File: config.mk
export PLATFORM = sky130hd
export DESIGN_NAME = sound_sequencer_flat
export DESIGN_NICKNAME = d
export VERILOG_FILES = /design/src/rtl/sound_pkg.sv /design/src/rtl/sound_sequencer_if.sv /design/src/rtl/tone_gen.sv /design/src/rtl/sound_sequencer.sv /design/src/flat_wrapper.sv
export SDC_FILE = /design/constraint.sdc
export NUM_CORES = 1
export LEC_CHECK = 0
export BUFFER_PORTS_ARGS = -buffer_cell sky130_fd_sc_hd__buf_2
export CAP_MARGIN = 10
export CORE_ASPECT_RATIO = 1.75
export CORE_UTILIZATION = 30
export CTS_CLUSTER_SIZE = 10
export DETAILED_ROUTE_END_ITERATION = 10
export HOLD_SLACK_MARGIN = 0.1
export PLACE_DENSITY = 0.56
export SYNTH_ARGS = -nofsm -noshare
export SYNTH_HDL_FRONTEND = slang
export SYNTH_SLANG_ARGS = --single-unit
File: constraint.sdc
create_clock -name clk -period 2.3 [get_ports clk]
set_clock_uncertainty 0.2 [all_clocks]
set_input_delay 0.115 -clock clk [delete_from_list [all_inputs] [get_ports clk]]
set_output_delay 0.115 -clock clk [all_outputs]
set_load 0.01 [all_outputs]
File: src/rtl/sound_pkg.sv
// sound_pkg: sound ids, FSM states, note half-periods, jingle lengths and note lookup
package sound_pkg;

    typedef enum logic [1:0] {SND_NONE, SND_START, SND_POINT, SND_WIN} snd_e;
    typedef enum logic [1:0] {IDLE, NOTE, GAP} state_e;

    localparam logic [17:0] NOTE_A4 = 18'd113636;
    localparam logic [17:0] NOTE_A5 = 18'd56818;
    localparam logic [17:0] NOTE_C5 = 18'd95556;
    localparam logic [17:0] NOTE_E5 = 18'd75842;
    localparam logic [17:0] NOTE_G5 = 18'd63776;
    localparam logic [17:0] NOTE_C6 = 18'd47778;

    localparam int LEN_START = 2;
    localparam int LEN_POINT = 1;
    localparam int LEN_WIN   = 4;

    function automatic logic [17:0] note_half(snd_e id, logic [1:0] i);
        return id == SND_START ? (i == 2'd0 ? NOTE_A4 : NOTE_A5) :
               id == SND_POINT ? NOTE_E5 :
               id == SND_WIN   ? (i == 2'd0 ? NOTE_C5 : i == 2'd1 ? NOTE_E5 :
                                  i == 2'd2 ? NOTE_G5 : NOTE_C6) : 18'd0;
    endfunction

    function automatic logic [1:0] last_idx(snd_e id);
        return id == SND_WIN   ? 2'(LEN_WIN - 1) :
               id == SND_START ? 2'(LEN_START - 1) : 2'(LEN_POINT - 1);
    endfunction

endpackage

File: src/rtl/sound_sequencer_if.sv
// sound_sequencer_if: request/grant and tone bundle between game logic and the sequencer
interface sound_sequencer_if;
    logic        req_start;
    logic        req_point;
    logic        req_win;
    logic [2:0]  grant;
    logic        busy;
    logic [1:0]  sound_id;
    logic [17:0] tone_half;
    logic        music;
    modport master (output req_start, req_point, req_win,
                    input grant, busy, sound_id, tone_half, music);
    modport slave  (input req_start, req_point, req_win,
                    output grant, busy, sound_id, tone_half, music);
endinterface

File: src/rtl/tone_gen.sv
// tone_gen: square-wave divider toggling music every half_period cycles, silent at 0
module tone_gen (
    input  logic        clk,
    input  logic        rst,
    input  logic [17:0] half_period,
    output logic        music
);

    logic [17:0] div;
    logic [17:0] hp_q;

    // reload and restart low on any new note, otherwise count down and toggle at zero
    always_ff @(posedge clk or negedge rst) begin
        if (!rst) begin
            div   <= '0;
            hp_q  <= '0;
            music <= 1'b0;
        end else begin
            hp_q <= half_period;
            if (half_period == 18'd0) begin
                div   <= '0;
                music <= 1'b0;
            end else if (half_period != hp_q) begin
                div   <= half_period - 18'd1;
                music <= 1'b0;
            end else if (div == 18'd0) begin
                div   <= half_period - 18'd1;
                music <= ~music;
            end else begin
                div <= div - 18'd1;
            end
        end
    end

endmodule

File: src/rtl/sound_sequencer.sv
// sound_sequencer: arbitrates jingle requests and sequences notes into tone_gen (SOUND_PREEMPT_EN enables preemption)
module sound_sequencer
    import sound_pkg::*;
#(
    parameter int NOTE_TICKS = 12_500_000,
    parameter int GAP_TICKS  = 1_250_000
) (
    input  logic             clk,
    input  logic             rst,
    sound_sequencer_if.slave bus
);

    localparam logic [23:0] NOTE_LOAD = 24'(NOTE_TICKS - 1);
    localparam logic [23:0] GAP_LOAD  = 24'(GAP_TICKS - 1);

    state_e      state;
    snd_e        sound_id;
    snd_e        req_id;
    logic [1:0]  idx;
    logic [23:0] cnt;
    logic [2:0]  grant;
    logic        busy;
    logic [17:0] tone_half;
    logic        music;
    logic        take;

    // fixed priority win > point > start; losers are simply dropped
    always_comb req_id = bus.req_win ? SND_WIN : bus.req_point ? SND_POINT :
                         bus.req_start ? SND_START : SND_NONE;

`ifdef SOUND_PREEMPT_EN
    // idle has sound_id NONE, so any request wins there; while busy only strictly higher ones
    always_comb take = req_id > sound_id;
`else
    // requests are only accepted when idle
    always_comb take = state == IDLE && req_id != SND_NONE;
`endif

    // sequencing FSM: grant/restart on take, otherwise NOTE -> GAP -> next NOTE or IDLE
    always_ff @(posedge clk or negedge rst) begin
        if (!rst) begin
            state     <= IDLE;
            sound_id  <= SND_NONE;
            idx       <= '0;
            cnt       <= '0;
            grant     <= '0;
            busy      <= 1'b0;
            tone_half <= '0;
        end else begin
            grant <= '0;
            if (take) begin
                grant     <= {req_id == SND_WIN, req_id == SND_POINT, req_id == SND_START};
                busy      <= 1'b1;
                sound_id  <= req_id;
                idx       <= '0;
                state     <= NOTE;
                tone_half <= note_half(req_id, 2'd0);
                cnt       <= NOTE_LOAD;
            end else begin
                case (state)
                    NOTE: begin
                        if (cnt == 24'd0) begin
                            state     <= GAP;
                            tone_half <= '0;
                            cnt       <= GAP_LOAD;
                        end else begin
                            cnt <= cnt - 24'd1;
                        end
                    end
                    GAP: begin
                        if (cnt != 24'd0) begin
                            cnt <= cnt - 24'd1;
                        end else if (idx == last_idx(sound_id)) begin
                            state    <= IDLE;
                            busy     <= 1'b0;
                            sound_id <= SND_NONE;
                        end else begin
                            idx       <= idx + 2'd1;
                            state     <= NOTE;
                            tone_half <= note_half(sound_id, idx + 2'd1);
                            cnt       <= NOTE_LOAD;
                        end
                    end
                    default: ;
                endcase
            end
        end
    end

    tone_gen u_tone (
        .clk         (clk),
        .rst         (rst),
        .half_period (tone_half),
        .music       (music)
    );

    assign bus.grant     = grant;
    assign bus.busy      = busy;
    assign bus.sound_id  = sound_id;
    assign bus.tone_half = tone_half;
    assign bus.music     = music;

endmodule

File: src/flat_wrapper.sv
// flat-port wrapper written by rule: the top's interface ports become plain ports
module sound_sequencer_flat import sound_pkg::*;
#(
    parameter int NOTE_TICKS = 12_500_000,
    parameter int GAP_TICKS  = 1_250_000
)
  (clk, rst, bus_req_start, bus_req_point, bus_req_win, bus_grant, bus_busy, bus_sound_id, bus_tone_half, bus_music);
  sound_sequencer_if bus_i ();
  input  logic clk;
  input  logic rst;
  input wire logic [$bits(bus_i.req_start)-1:0] bus_req_start;
  input wire logic [$bits(bus_i.req_point)-1:0] bus_req_point;
  input wire logic [$bits(bus_i.req_win)-1:0] bus_req_win;
  output wire logic [$bits(bus_i.grant)-1:0] bus_grant;
  output wire logic [$bits(bus_i.busy)-1:0] bus_busy;
  output wire logic [$bits(bus_i.sound_id)-1:0] bus_sound_id;
  output wire logic [$bits(bus_i.tone_half)-1:0] bus_tone_half;
  output wire logic [$bits(bus_i.music)-1:0] bus_music;
  assign bus_i.req_start = bus_req_start;
  assign bus_i.req_point = bus_req_point;
  assign bus_i.req_win = bus_req_win;
  assign bus_grant = bus_i.grant;
  assign bus_busy = bus_i.busy;
  assign bus_sound_id = bus_i.sound_id;
  assign bus_tone_half = bus_i.tone_half;
  assign bus_music = bus_i.music;
  sound_sequencer #(.NOTE_TICKS(NOTE_TICKS), .GAP_TICKS(GAP_TICKS)) u_core (.clk(clk), .rst(rst), .bus(bus_i));
endmodule
# [Word-level counts from Yosys, hierarchy flattened]
# Index checks and enable logic that the tools add are counted.
[word_totals] reg_bits=89 latch_bits=0 ram_bits=0 rom_bits=0 wordCells=99 mem_count=0
[classes] n_addsub=4 mul=0 div=0 order_cmp=0 eq_ne=18 shift=0 mux=49 bitwise=1 n_reduce_logical=17
[ops] op="$mux W18" n=14
[ops] op="$mux W24" n=4
[ops] op="$pmux W24 S2" n=1
[ops] op="$logic_not A18 Y1" n=2
[ops] op="$pmux W18 S2" n=1
[ops] op="$sub A18 B1 Y18 const B" n=2
[ops] op="$mux W17" n=2
[ops] op="$mux W2" n=14
[ops] op="$logic_not A24 Y1" n=1
[ops] op="$reduce_bool A24 Y1" n=1
[ops] op="$sub A24 B1 Y24 const B" n=1
[ops] op="$ne A18 B18 Y1" n=1
[ops] op="$mux W15" n=1
[ops] op="$eq A2 B2 Y1 const B" n=6
[ops] op="$mux W1" n=10
[ops] op="$reduce_and A3 Y1" n=3
[ops] op="$eq A2 B1 Y1 const B" n=4
[ops] op="$ne A3 B2 Y1 const B" n=2
[ops] op="$reduce_bool A2 Y1" n=3
[ops] op="$reduce_bool A3 Y1" n=2
[ops] op="$logic_not A2 Y1" n=2
[ops] op="$ne A2 B1 Y1 const B" n=2
[ops] op="$ne A4 B2 Y1 const B" n=1
[ops] op="$pmux W2 S2" n=1
[ops] op="8 further kinds" n=8

# [Longest topological paths before layout]
[depth] ltp_word=12 ltp_mapped=10 depth_no_buf=8

# [Modules after synthesis]
# A second synthesis with hierarchy kept.
[unflattened] cells_unflattened=563 hier_area_um2=5308.8
[modules_own_cells] module="sound_sequencer" n_inst=1 cells_per_inst=351 area_each_um2=3134.3 seq_area_each_um2=1201.2
[modules_own_cells] module="tone_gen" n_inst=1 cells_per_inst=212 area_each_um2=2174.6 seq_area_each_um2=925.9

# [Least setup slack after synthesis]
# OpenSTA, ideal clock, no wires.
[synth_path] path_kind="reg-to-reg" startpoint="register u_core.u_tone.div[0]" endpoint="register u_core.u_tone.div[1]" setup_ps=87 arrival_ps=2232 required_time_ps=2013 setup_slack_ps=-219 path_stages_with_launch=8 cell_sequence="dfrtp_1 > inv_1 > ha_1 > or4b_4 > or2_4 > nor4b_4 > nor2_4 > a211oi_2"
[synth_via] elab_chain_cells=4 word_cells_on_any_way=5
[synth_rtl] item="from (decl)" line="tone_gen.sv:9" source="logic [17:0] div;"
[synth_rtl] item="from (signal assigned)" line="tone_gen.sv:24" source="div <= half_period - 18'd1;"
[synth_rtl] item="from (signal assigned)" line="tone_gen.sv:27" source="div <= half_period - 18'd1;"
[synth_rtl] item="from (signal assigned)" line="tone_gen.sv:30" source="div <= div - 18'd1;"
[synth_rtl] item="$sub A18 B1 Y18 or $logic_not A18 Y1 (tied branches)" line="tone_gen.sv:30, tone_gen.sv:26"
[synth_rtl] item="$mux W18 (*)" line="tone_gen.sv:26" source="end else if (div == 18'd0) begin"
[synth_rtl] item="$mux W18 (*)" line="tone_gen.sv:23" source="end else if (half_period != hp_q) begin"
[synth_rtl] item="$mux W18 (*)" line="tone_gen.sv:20" source="if (half_period == 18'd0) begin"
# Every way passes the cells marked *; elsewhere a longest branch is shown, timed or not.
# A chain may end at the register's enable or synchronous reset.

# [Final worst setup path]
# Same ends and word-level chain as after synthesis.

==> impl_metrics.json <==
{
  "ys.warnings.count": 0,
  "syn-instance-count": 502,
  "syn_area_per_cell_sq_um": 9.65,
  "arrival_ns": 2.51,
  "path_class": "reg2reg",
  "powerDensity_nw_per_um2": 413,
  "grt_pass1_wl_um": 23000,
  "grt-ovfl-total": 0,
  "drv_slew": 0,
  "htree_levels": 3,
  "final_layout_size_suffix_gt1_frac": 0.409,
  "mostFrequentLayoutCells": "144 x buf_4, 81 x dfrtp_1, 28 x a21oi_1, 26 x nor3_1",
  "drc": 5,
  "cts_buffers": 9,
  "sequentialPowerShare": 0.500,
  "finalCritPeriodShare": 1.07,
  "cts.sinks": 81,
  "diodes": 0,
  "status": "complete, but fails checks",
  "nets": 696,
  "synth_compound_area_frac": 0.167,
  "ys_types": 66,
  "grt_pass1_vias": 4702,
  "setup_viol": 28,
  "gp_congestion": 0.881,
  "clk_pin_slew_ns": 0.06,
  "relSlewSlack": 0.649,
  "root_buffer": "clkbuf_16",
  "clockBufferDepth": 2,
  "dp_hpwl_um": 11100,
  "crit_chain": "inv_1 > ha_2 > or4b_4 > or2_4 > nor4b_4 > buf_6 > nor2_4 > a211oi_2",
  "final_common_cell": "buf_4",
  "p_int_mw": 2.21,
  "peakVddDrop_uv": 296,
  "dp_cells": 834,
  "routed_via_density": 5.30,
  "wirelength_um": 14800,
  "total_power_mw": 2.85,
  "dr.pass1.iters": 7,
  "rsz0062_at_grt": "true",
  "synth-seq-cells": 81,
  "synth_top_family_by_area": "simple AND/OR/NAND/NOR gates",
  "tightest_slew_ns": 0.527,
  "cp_slowest_cell": "or4b_4",
  "die_area_sq_um": 16700,
  "grt_use_total": 0.175,
  "grt_max_degree": 39,
  "grt_antenna_before_repair": 0,
  "async_flop_share": 1.00,
  "synth_edf_count": 0,
  "stdcell_area_sq_um": 6900,
  "first_iter_violations": 159,
  "crit_path_max_incr_delay_ns": 0.50,
  "synthSimpleGateAreaFrac": 0.216,
  "setup_slack_ns": -0.166,
  "portBuffers": 26,
  "fin_cells": 867,
  "fillCellCount": 1498,
  "vias": 4593,
  "core_area_sq_um": 15800,
  "wl_per_cell_um": 17.1,
  "die_height_um": 170,
  "violations": "design-rule violations, negative setup slack",
  "crit_required_ns": 2.35,
  "cts_tree": "yes",
  "syn_area_sq_um": 4840,
  "worst_setup_path_start_kind": "flop",
  "fp-row-count": 61,
  "ioPinCount": 30,
  "synth_xor_area_frac": 0.0687,
  "start_util": 0.307,
  "synth_mux_area_frac": 0.0380,
  "synthAdderAreaFrac": 0.0465,
  "die_w_um": 98.1,
  "place_area_sq_um": 6220,
  "p_sw_mw": 0.644,
  "comb_power_share": 0.022,
  "clkPwrFrac": 0.478,
  "hold_path.class": "in2async",
  "max_freq_mhz": 405,
  "ys_seq_area_frac": 0.418,
  "p_leak_nw": 3.41,
  "min_period_ns": 2.47,
  "p_sw_frac": 0.226,
  "synth_flop_cell": "dfrtp_1",
  "syn2layout_area_growth_pct": 42.5,
  "crit_fanout": 9,
  "clock_latency_ns": 0.33,
  "hold_viol": 0,
  "ant_nets": 0,
  "end_kind": "flop",
  "maxCapViolCount": 0
}
power groups by stage:
stage                     clock [mW]  combinational, mW  sequential (mW)
final                           1.36             0.0635             1.42
after global routing            1.45             0.0746             1.42
after CTS                       1.40             0.0658             1.42
after detailed placement           0             0.0623             1.45
after global placement             0             0.0614             1.45
after floorplan                    0             0.0166             1.45
state kept, by name, summed over array words and instances, names as in the netlist:
register / count
u_core.u_tone.div: 18
u_core.bus.grant: 3
u_core.state: 2
u_core.bus.sound_id: 2
u_core.idx: 2
u_core.u_tone.hp_q: 14
u_core.bus.tone_half: 14
u_core.bus.busy: 1
u_core.cnt: 24
u_core.u_tone.music: 1
worst max-delay path, delay by kind of cell (launching register included):
family | cells | cell delay [ns]
AO/OA/AOI/OAI | 1 | 0.22
adder cells (fa/ha/maj) | 1 | 0.18
buffers and inverters | 2 | 0.25
AND/OR/NAND/NOR | 4 | 1.11
flip-flops | 1 | 0.41
routing by layer:
metal / GRT usage / part of all wire / vias up
li1: - / - / 2189
met1: 0.171 / 0.35 / 2258
met2: 0.348 / 0.58 / 102
met3: 0.0205 / 0.026 / 44
met4: 0.100 / 0.042 / 0
met5: 0 / 0 / -
metrics by stage:
step	hold slack, ns	setup WS (ns)	utilization	TNS [ns]
final	0.0918	-0.166	0.437	-2.55
after detailed placement	-0.0765	-0.225	0.394	-3.34
after global routing	0.149	-0.285	0.437	-5.43
after global placement	-0.0764	-0.176	0.394	-2.47
after CTS	0.107	-0.174	0.416	-2.27
after floorplan	-0.381	-0.181	-	-2.64
cell type report:
class	instances	area, sq um	share of cell area
flip-flops and latches	81	2030	0.294
inverters	23	86.3	0.0125
clock inverters	6	42.5	0.00616
multi-input cells	373	2850	0.413
clock buffers	10	239	0.0346
well taps	189	236	0.0343
repair buffers	185	1420	0.206
cells by family (layout without fill, tap and decap cells):
group                    count (synthesis)  in the layout
buffers and inverters                   51            224
flip-flops                              81             81
AO/OA/AOI/OAI                          120            121
multiplexers                            17             17
adder cells (fa/ha/maj)                 18             18
AND/OR/NAND/NOR                        176            176
XOR/XNOR                                38             38
other                                    1              3
synthesized netlist by cell type (5+ instances only):
cell,number,share of area
mux2_2,11,0.026
and3_1,8,0.010
ha_1,18,0.047
clkbuf_1,18,0.014
nor3_1,28,0.029
nor4_1,18,0.023
mux2i_1,6,0.012
nand2_1,28,0.022
a31oi_1,8,0.010
or3_1,7,0.0090
nand3_1,8,0.0083
a2bb2oi_1,5,0.0090
nand2b_1,5,0.0065
o21ai_0,25,0.026
xnor2_1,14,0.025
inv_1,23,0.018
nor2_1,26,0.020
or4_1,5,0.0078
a21oi_1,31,0.032
dfrtp_1,81,0.42
a211oi_1,13,0.020
nand4_1,6,0.0078
or3b_2,5,0.0090
xor2_1,24,0.043
o22a_1,5,0.0090
worst paths after layout:
check | startpoint | end | slack (ns) | depth (start not counted)
min in group clk | bus_req_win | u_core.bus.tone_half[8]$_DFFE_PN0P_ | 0.24 | 5
min reg2reg | u_core.bus.busy$_DFFE_PN0P_ | u_core.bus.busy$_DFFE_PN0P_ | 0.29 | 2
max | u_core.u_tone.div[0]$_DFF_PN0_ | u_core.u_tone.div[1]$_DFF_PN0_ | -0.17 | 8
max reg2reg | u_core.u_tone.div[0]$_DFF_PN0_ | u_core.u_tone.div[1]$_DFF_PN0_ | -0.17 | 8
min | rst | u_core.u_tone.music$_DFFE_PN0P_ | 0.09 | 2
max in group asynchronous | rst | u_core.u_tone.div[13]$_DFF_PN0_ | 1.22 | 3
repair_timing:
item,4_1_cts,5_1_grt
cloned,0,2
endpoints found under the setup margin,28,48
endpoints found under the hold margin,82,0
pin swaps,2,17
gates resized for setup,16,45
hold buffers,2,0
setup buffers,0,14
Note: power is estimated with default switching activity, not from simulation.
